File: src/rtl/seg7_cmd_sched.sv
// Byte-command decoder and display scheduler for the six DE1-SoC seven-segment digits.
// Host shadows, a demo hex counter on digit 0 and per-digit blinking feed registered active-low outputs.
module seg7_cmd_sched #(
    parameter int unsigned BLINK_DIV = 25_000_000,
    parameter int unsigned DEMO_DIV  = 50_000_000,
    parameter int unsigned TIMEOUT   = 1024
) (
    input  logic       CLOCK_50,
    input  logic       Reset_7Seg,
    input  logic [7:0] Cmd_Word,
    input  logic       Cmd_Valid,
    output logic [6:0] Seg_0,
    output logic [6:0] Seg_1,
    output logic [6:0] Seg_2,
    output logic [6:0] Seg_3,
    output logic [6:0] Seg_4,
    output logic [6:0] Seg_5,
    output logic       Busy,
    output logic       Cmd_Err
);

    localparam int unsigned BW = (BLINK_DIV > 1) ? $clog2(BLINK_DIV) : 1;
    localparam int unsigned DW = (DEMO_DIV > 1) ? $clog2(DEMO_DIV) : 1;
    localparam int unsigned TW = (TIMEOUT > 1) ? $clog2(TIMEOUT) : 1;
    localparam int unsigned NDIG = 6;

    typedef enum logic {S_IDLE, S_WAIT} state_e;

    state_e         state_q, state_d;
    logic [2:0]     hdr_op_q, hdr_op_d;
    logic [2:0]     hdr_dig_q, hdr_dig_d;
    logic [TW-1:0]  to_cnt_q, to_cnt_d;
    logic [6:0]     shadow_q [NDIG];
    logic [6:0]     shadow_d [NDIG];
    logic [6:0]     seg_q [NDIG];
    logic [6:0]     seg_d [NDIG];
    logic [5:0]     mask_q, mask_d;
    logic           phase_q, phase_d;
    logic [BW-1:0]  blink_cnt_q, blink_cnt_d;
    logic           demo_en_q, demo_en_d;
    logic [3:0]     demo_cnt_q, demo_cnt_d;
    logic [DW-1:0]  demo_pre_q, demo_pre_d;
    logic           err_q, err_d;
    logic           demo_cmd;
    logic           two_byte_c;
    logic           to_expire_c;
    logic           unused_c;

    function automatic logic [6:0] hex7(input logic [3:0] v);
        case (v)
            4'h0: hex7 = 7'h40;  4'h1: hex7 = 7'h79;  4'h2: hex7 = 7'h24;  4'h3: hex7 = 7'h30;
            4'h4: hex7 = 7'h19;  4'h5: hex7 = 7'h12;  4'h6: hex7 = 7'h02;  4'h7: hex7 = 7'h78;
            4'h8: hex7 = 7'h00;  4'h9: hex7 = 7'h10;  4'hA: hex7 = 7'h08;  4'hB: hex7 = 7'h03;
            4'hC: hex7 = 7'h46;  4'hD: hex7 = 7'h21;  4'hE: hex7 = 7'h06;  default: hex7 = 7'h0E;
        endcase
    endfunction

    // Header bits [4:3] carry no meaning.
    assign unused_c    = ^Cmd_Word[4:3];
    assign two_byte_c  = (Cmd_Word[7:5] == 3'd1) || (Cmd_Word[7:5] == 3'd2) || (Cmd_Word[7:5] == 3'd4);
    // A data strobe in the expiry cycle wins over the timeout.
    assign to_expire_c = (state_q == S_WAIT) && !Cmd_Valid && (to_cnt_q == TW'(TIMEOUT - 1));

    always_ff @(posedge CLOCK_50) begin
        if (Reset_7Seg) state_q <= S_IDLE;
        else            state_q <= state_d;
    end

    always_comb begin
        state_d = state_q;
        unique case (state_q)
            S_IDLE: if (Cmd_Valid && two_byte_c)       state_d = S_WAIT;
            S_WAIT: if (Cmd_Valid || to_expire_c)      state_d = S_IDLE;
            default:                                   state_d = S_IDLE;
        endcase
    end

    always_comb begin
        shadow_d    = shadow_q;
        mask_d      = mask_q;
        hdr_op_d    = hdr_op_q;
        hdr_dig_d   = hdr_dig_q;
        demo_en_d   = demo_en_q;
        demo_cnt_d  = demo_cnt_q;
        demo_pre_d  = '0;
        demo_cmd    = 1'b0;
        err_d       = 1'b0;
        to_cnt_d    = '0;
        seg_d       = seg_q;

        if ((state_q == S_WAIT) && (state_d == S_WAIT)) to_cnt_d = to_cnt_q + 1'b1;

        if (Cmd_Valid && (state_q == S_IDLE)) begin
            hdr_op_d  = Cmd_Word[7:5];
            hdr_dig_d = Cmd_Word[2:0];
            case (Cmd_Word[7:5])
                3'd3: begin
                    if (Cmd_Word[2:0] == 3'd6) err_d = 1'b1;
                    for (int i = 0; i < int'(NDIG); i++)
                        if (Cmd_Word[2:0] == 3'd7 || Cmd_Word[2:0] == 3'(i)) shadow_d[i] = 7'h7F;
                end
                3'd5: begin
                    demo_en_d = Cmd_Word[0];
                    demo_cmd  = 1'b1;
                end
                3'd6, 3'd7: err_d = 1'b1;
                default: ;
            endcase
        end else if (Cmd_Valid) begin
            case (hdr_op_q)
                3'd1, 3'd2: begin
                    if (hdr_dig_q > 3'd5) err_d = 1'b1;
                    for (int i = 0; i < int'(NDIG); i++)
                        if (hdr_dig_q == 3'(i))
                            shadow_d[i] = (hdr_op_q == 3'd1) ? hex7(Cmd_Word[3:0]) : Cmd_Word[6:0];
                end
                default: mask_d = Cmd_Word[5:0];
            endcase
        end else if (to_expire_c) begin
            err_d = 1'b1;
        end

        blink_cnt_d = (blink_cnt_q == BW'(BLINK_DIV - 1)) ? '0 : blink_cnt_q + 1'b1;
        phase_d     = phase_q ^ (blink_cnt_q == BW'(BLINK_DIV - 1));

        // Any DEMO command restarts the prescaler and suppresses that cycle's increment.
        if (!demo_cmd && demo_en_q) begin
            if (demo_pre_q == DW'(DEMO_DIV - 1)) demo_cnt_d = demo_cnt_q + 4'd1;
            else                                 demo_pre_d = demo_pre_q + 1'b1;
        end

        for (int i = 0; i < int'(NDIG); i++) begin
            if (phase_q && mask_q[i])   seg_d[i] = 7'h7F;
            else if (i == 0 && demo_en_q) seg_d[i] = hex7(demo_cnt_q);
            else                        seg_d[i] = shadow_q[i];
        end
    end

    always_ff @(posedge CLOCK_50) begin
        if (Reset_7Seg) begin
            for (int i = 0; i < int'(NDIG); i++) begin
                shadow_q[i] <= 7'h7F;
                seg_q[i]    <= 7'h7F;
            end
            hdr_op_q    <= '0;
            hdr_dig_q   <= '0;
            to_cnt_q    <= '0;
            mask_q      <= '0;
            phase_q     <= 1'b0;
            blink_cnt_q <= '0;
            demo_en_q   <= 1'b0;
            demo_cnt_q  <= '0;
            demo_pre_q  <= '0;
            err_q       <= 1'b0;
        end else begin
            shadow_q    <= shadow_d;
            seg_q       <= seg_d;
            hdr_op_q    <= hdr_op_d;
            hdr_dig_q   <= hdr_dig_d;
            to_cnt_q    <= to_cnt_d;
            mask_q      <= mask_d;
            phase_q     <= phase_d;
            blink_cnt_q <= blink_cnt_d;
            demo_en_q   <= demo_en_d;
            demo_cnt_q  <= demo_cnt_d;
            demo_pre_q  <= demo_pre_d;
            err_q       <= err_d;
        end
    end

    assign Seg_0   = seg_q[0];
    assign Seg_1   = seg_q[1];
    assign Seg_2   = seg_q[2];
    assign Seg_3   = seg_q[3];
    assign Seg_4   = seg_q[4];
    assign Seg_5   = seg_q[5];
    assign Busy    = (state_q == S_WAIT);
    assign Cmd_Err = err_q;

endmodule

File: config.mk
export PLATFORM = sky130hd
export DESIGN_NAME = seg7_cmd_sched
export DESIGN_NICKNAME = d
export VERILOG_FILES = /design/src/rtl/seg7_cmd_sched.sv
export SDC_FILE = /design/constraint.sdc
export NUM_CORES = 1
export LEC_CHECK = 0
export CAP_MARGIN = 40
export CELL_PAD_IN_SITES_DETAIL_PLACEMENT = 1
export CELL_PAD_IN_SITES_GLOBAL_PLACEMENT = 1
export CORE_MARGIN = 2
export CORE_UTILIZATION = 30
export CTS_CLUSTER_DIAMETER = 80
export DETAILED_ROUTE_END_ITERATION = 16
export DONT_BUFFER_PORTS = 1
export PLACE_DENSITY_LB_ADDON = 0.05
export SYNTH_ARGS = -nofsm -noshare
export SYNTH_HDL_FRONTEND = slang
export SYNTH_SLANG_ARGS = --single-unit
File: constraint.sdc
create_clock -name CLOCK_50 -period 3.4 [get_ports CLOCK_50]
set_input_delay 0.85 -clock CLOCK_50 [delete_from_list [all_inputs] [get_ports CLOCK_50]]
set_output_delay 0.85 -clock CLOCK_50 [all_outputs]
set_load 0.02 [all_outputs]
Word-level counts from Yosys, hierarchy flattened

Memories as Yosys holds them, arrays and structs flattened. A register that Yosys moved wholly into a read port is not among the register bits.
Cells that the tools add are included.

Eq/ne operators: 31
$lt $le $gt $ge: 1
$add $sub $neg: 4
Mux-type cells: 37
Reductions and logical operators: 53
Bitwise gates (word level): 6

Operators by type and width:

| cell                                                                  | number |
|---|---|
| 42-bit two-way mux                                                    | 4 |
| 7-bit two-way mux                                                     | 19 |
| 3-bit equality test, second input constant                            | 10 |
| 5-bit AND reduction                                                   | 6 |
| 26-bit by 1-bit adder with 26-bit output, second input constant       | 1 |
| 26-bit equality test, second input constant                           | 1 |
| 25-bit by 1-bit adder with 25-bit output, second input constant       | 1 |
| 25-bit equality test, second input constant                           | 1 |
| 3-bit by 2-bit equality test with 1-bit output, second input constant | 7 |
| 2-bit OR reduction                                                    | 10 |
| 2-bit nonzero test                                                    | 8 |
| 2-bit by 1-bit != test with 1-bit output, second input constant       | 7 |
| 3-bit by 1-bit equality test with 1-bit output, second input constant | 4 |
| 1-bit logical AND                                                     | 12 |
| 10-bit by 1-bit adder with 10-bit output, second input constant       | 1 |
| 10-bit equality test, second input constant                           | 1 |
| 1-bit two-way mux                                                     | 10 |
| 1-bit logical OR                                                      | 9 |
| 4-bit two-way mux                                                     | 2 |
| 3-bit zero test                                                       | 2 |
| 1-bit NOT                                                             | 5 |
| 4-bit by 1-bit adder with 4-bit output, second input constant         | 1 |
| 1-bit case mux with 2 select lines                                    | 2 |
| 2-bit AND reduction                                                   | 2 |
| 5 further kinds                                                       | 6 |

Register bits after elaboration: 165
Memories: 7
Output and inout port bits: 44
Bits in read-only memories: 784

Memories:

| name            | words | bits a word | read ports | clocked after memory_dff | wr ports | RTL line | RTL |
|---|---|---|---|---|---|---|---|
| (no name shown) | 16    | 7           | 1          | 0                        | 0        | 50       | `case (v)` |
| (no name shown) | 16    | 7           | 1          | 0                        | 0        | 50       |  |
| (no name shown) | 16    | 7           | 1          | 0                        | 0        | 50       |  |
| (no name shown) | 16    | 7           | 1          | 0                        | 0        | 50       |  |
| (no name shown) | 16    | 7           | 1          | 0                        | 0        | 50       |  |
| (no name shown) | 16    | 7           | 1          | 0                        | 0        | 50       |  |
| +1 memories     | --    | --          | --         | --                       | --       | --       |  |

Logic depth before layout (Yosys ltp)

Depth after elaboration: 9
Gate-level depth with buffers: 10

Worst setup path before layout

OpenSTA, ideal clock, no wires.

Path type: input to register
From: input Cmd_Valid
To: register with a tool-made name
Arrival time: 2.684 ns
Stages on the path: 9
Path slack: 0.598 ns
Data required time: 3.283 ns
Cell sequence: buf_2 -> nand2b_2 -> o31ai_4 -> or4_1 -> a21oi_2 -> inv_1 -> ha_1 -> mux2i_1 -> a32o_1

RTL lines:

| item        | RTL line | RTL |
|---|---|---|
| from (decl) | 11       | `input logic Cmd_Valid,` |

==> impl_metrics.json <==
{
  "outcome": "completed",
  "p_switching_mw": 1.10,
  "syn2layout_area_growth_pct": 13.7,
  "grt_pass1_wl_um": 27900,
  "cts_htree_levels": 4,
  "firstDrtPassIters": 4,
  "hold_depth": 2,
  "leakage_nw": 2.85,
  "postCtsSetupBuffers": 0,
  "cp-end-kind": "flop",
  "setup_viol": 0,
  "final_common_cell": "dfxtp_1",
  "synth_area_per_cell_sq_um": 9.35,
  "clockRootBuffer": "clkbuf_16",
  "die_width_um": 157,
  "final_nets": 781,
  "grtUsageTotal": 0.144,
  "die_h_um": 157,
  "cts_buffers": 17,
  "final_layout_size_suffix_gt1_frac": 0.0875,
  "slew_headroom": 0.469,
  "cp_cell_sequence": "ha_1 -> and3_1 -> nand4_2 -> or4_1 -> a21oi_2 -> inv_1 -> ha_1 -> mux2i_1 -> mux2i_1",
  "p_int_mw": 3.11,
  "nFillCells": 2697,
  "r2r-start": "demo_pre_q[0]",
  "post_drt_wl_per_cell_um": 15.6,
  "coreArea_sq_um": 23300,
  "utilization": 0.345,
  "synth.top_cell.area_share": 0.488,
  "async_flop_share": 0,
  "hold_viol_final": 0,
  "clk_pin_slew_ps": 80,
  "powerDensity_nw_per_um2": 524,
  "synthCells": 755,
  "insertion_delay_ps": 430,
  "fmax_mhz": 342,
  "start_util": 0.304,
  "switching_share": 0.262,
  "synth-seq-cells": 172,
  "fin_crit_sh": 0.861,
  "setup.worst_path.class": "reg2reg",
  "cts_tree": "built",
  "wl_met1_um": 7750,
  "combPwrFrac": 0.039,
  "rsz0062_at_grt": "no",
  "ant_nets": 0,
  "rows": 56,
  "io_pins": 55,
  "grt_pass1_vias": 5332,
  "highest_layer": "met4",
  "synth_edf_count": 0,
  "skew_ps": 13.5,
  "cts_sinks": 172,
  "cp_max_fo": 6,
  "peakVddDrop_uv": 260,
  "ys.flop_type": "dfxtp_1",
  "drtIter0Drc": 174,
  "multi_input_area_sq_um": 3410,
  "final_cell_mix": "172 x dfxtp_1, 129 x nor2_1, 51 x nand2_1",
  "ys_seq_area_frac": 0.488,
  "hold_buffers": 0,
  "die_area_sq_um": 24800,
  "max_slew.worst_pin.slew_ps": 795,
  "setup.worst_path.start": "demo_pre_q[0]",
  "worstSetupStartpointType": "flop",
  "post_cts_resized": 0,
  "worstPathArrival_ps": 3220,
  "ff_latch_area_sq_um": 3440,
  "grt.overflow.total": 0,
  "synth_area_leaders": "dfxtp_1 49%, nor2_1 6.9%, a211o_1 4.3%, xor2_1 3.7%, mux2i_1 3.5%",
  "routed_wirelength_um": 16900,
  "finalMaxSlewViolations": 0,
  "ys_types": 59,
  "viasPerCell": 4.73,
  "cp.required_ps": 3690,
  "worstRegToRegCells": 9,
  "netlist.top_cell.by_area": "dfxtp_1",
  "timing.setup.tns_ps": 0,
  "syn-num-nets": 783,
  "seqPwrFrac": 0.491,
  "grt_max_degree": 77,
  "gp_congestion": 0.765,
  "port_buffers": 0,
  "via_count": 5132,
  "drc": 0,
  "hpwl_um": 11800,
  "diodes": 0,
  "drv_cap": 0,
  "synthesis.area_sq_um": 7060,
  "r2r_slack_ps": 470,
  "dr_wl_met2_um": 8510,
  "crit_path_top_delay_cell": "or4_1",
  "antenna_found_initial": 0,
  "min_path_type": "reg2reg",
  "clock_path_buffers": 2,
  "wl_met3_um": 390,
  "clkPwrFrac": 0.470,
  "yosysWarningCount": 0,
  "critical-path-max-stage-delay_ps": 520,
  "period_needed_ps": 2930
}
metrics by stage:
| stage | hold slack (ps) | setup slack (ps) | instances | power (mW) | instance area (sq um) |
|---|---|---|---|---|---|
| 2_1_floorplan | 391 | 598 | 755 | 2.23 | 7060 |
| 3_3_place_gp | 408 | 627 | 1052 | 2.28 | 7410 |
| 3_5_place_dp | 414 | 477 | 1053 | 2.28 | 7420 |
| 4_1_cts | 437 | 444 | 1085 | 4.30 | 8030 |
| 5_1_grt | 466 | 244 | 1085 | 4.42 | 8030 |
| 6_report | 426 | 472 | 1085 | 4.21 | 8030 |
layout make-up:
| cell class | count | share of cell area |
|---|---|---|
| clock buffers | 17 | 0.0530 |
| clock inverters | 15 | 0.0235 |
| inverters | 20 | 0.00997 |
| multi-input cells | 531 | 0.425 |
| flip-flops and latches | 172 | 0.429 |
| well taps | 319 | 0.0497 |
| repair buffers | 11 | 0.0103 |
synthesized netlist by cell type (9+ instances only):
library cell and instances:
xnor2_1 27, a21oi_1 29, nand3_1 35, clkbuf_1 27, ha_1 17, nand2b_1 35, nand2_1 51, o21ai_0 9
xor2_1 30, inv_1 18, mux2i_1 25, dfxtp_1 172, nor3_1 10, a211o_1 35, nand4_1 10, nor2_1 129
cell families after synthesis:
| kind of cell | synth area share |
|---|---|
| adders and majority gates | 0.0301 |
| buffers and inverters | 0.0291 |
| xor gates and xnor gates | 0.0707 |
| muxes | 0.0454 |
| DFF | 0.488 |
| AOI/OAI and AO/OA | 0.104 |
| and+or+nand+nor | 0.233 |
worst min-delay path by stage:
stage / startpoint / end
after floorplan: shadow_q[0] / Seg_5[0]
after CTS: shadow_q[1] / Seg_5[1]
after detailed placement: shadow_q[1] / Seg_5[1]
after global placement: shadow_q[0] / Seg_5[0]
final: shadow_q[1] / Seg_5[1]
after global routing: shadow_q[2] / Seg_5[2]
flip-flops by register name, summed over array words and instances, names as in the netlist, named ones only:
register / count
Busy: 1
Cmd_Err: 1
Seg_0: 7
Seg_1: 7
Seg_2: 7
Seg_3: 7
Seg_4: 7
Seg_5: 7
blink_cnt_q: 25
demo_cnt_q: 4
demo_en_q: 1
demo_pre_q: 26
hdr_dig_q: 3
hdr_op_q: 3
mask_q: 6
phase_q: 1
shadow_q: 42
to_cnt_q: 10
metal layers:
| layer | up-vias | GRT usage |
|---|---|---|
| met3 | 13 | 0.0264 |
| met4 | 0 | 0.0502 |
| met1 | 2488 | 0.176 |
| met5 | - | 0 |
| met2 | 52 | 0.254 |
| li1 | 2579 | - |
worst max-delay path, delay by kind of cell, from the launching register on:
family,cells,cell delay (ps)
AO/OA/AOI/OAI,1,310
adder cells (fa/ha/maj),2,540
buffers and inverters,1,160
flip-flops,1,380
multiplexers,2,300
AND/OR/NAND/NOR,3,1110
power groups by stage:
stage          combinational (mW)  sequential [mW]  clock [mW]
2_1_floorplan               0.128             2.11           0
3_3_place_gp                0.164             2.12           0
3_5_place_dp                0.166             2.12           0
4_1_cts                     0.167             2.07        2.06
5_1_grt                     0.182             2.07        2.16
6_report                    0.162             2.07        1.98
No activity file was read; power rests on OpenSTA's default activity.
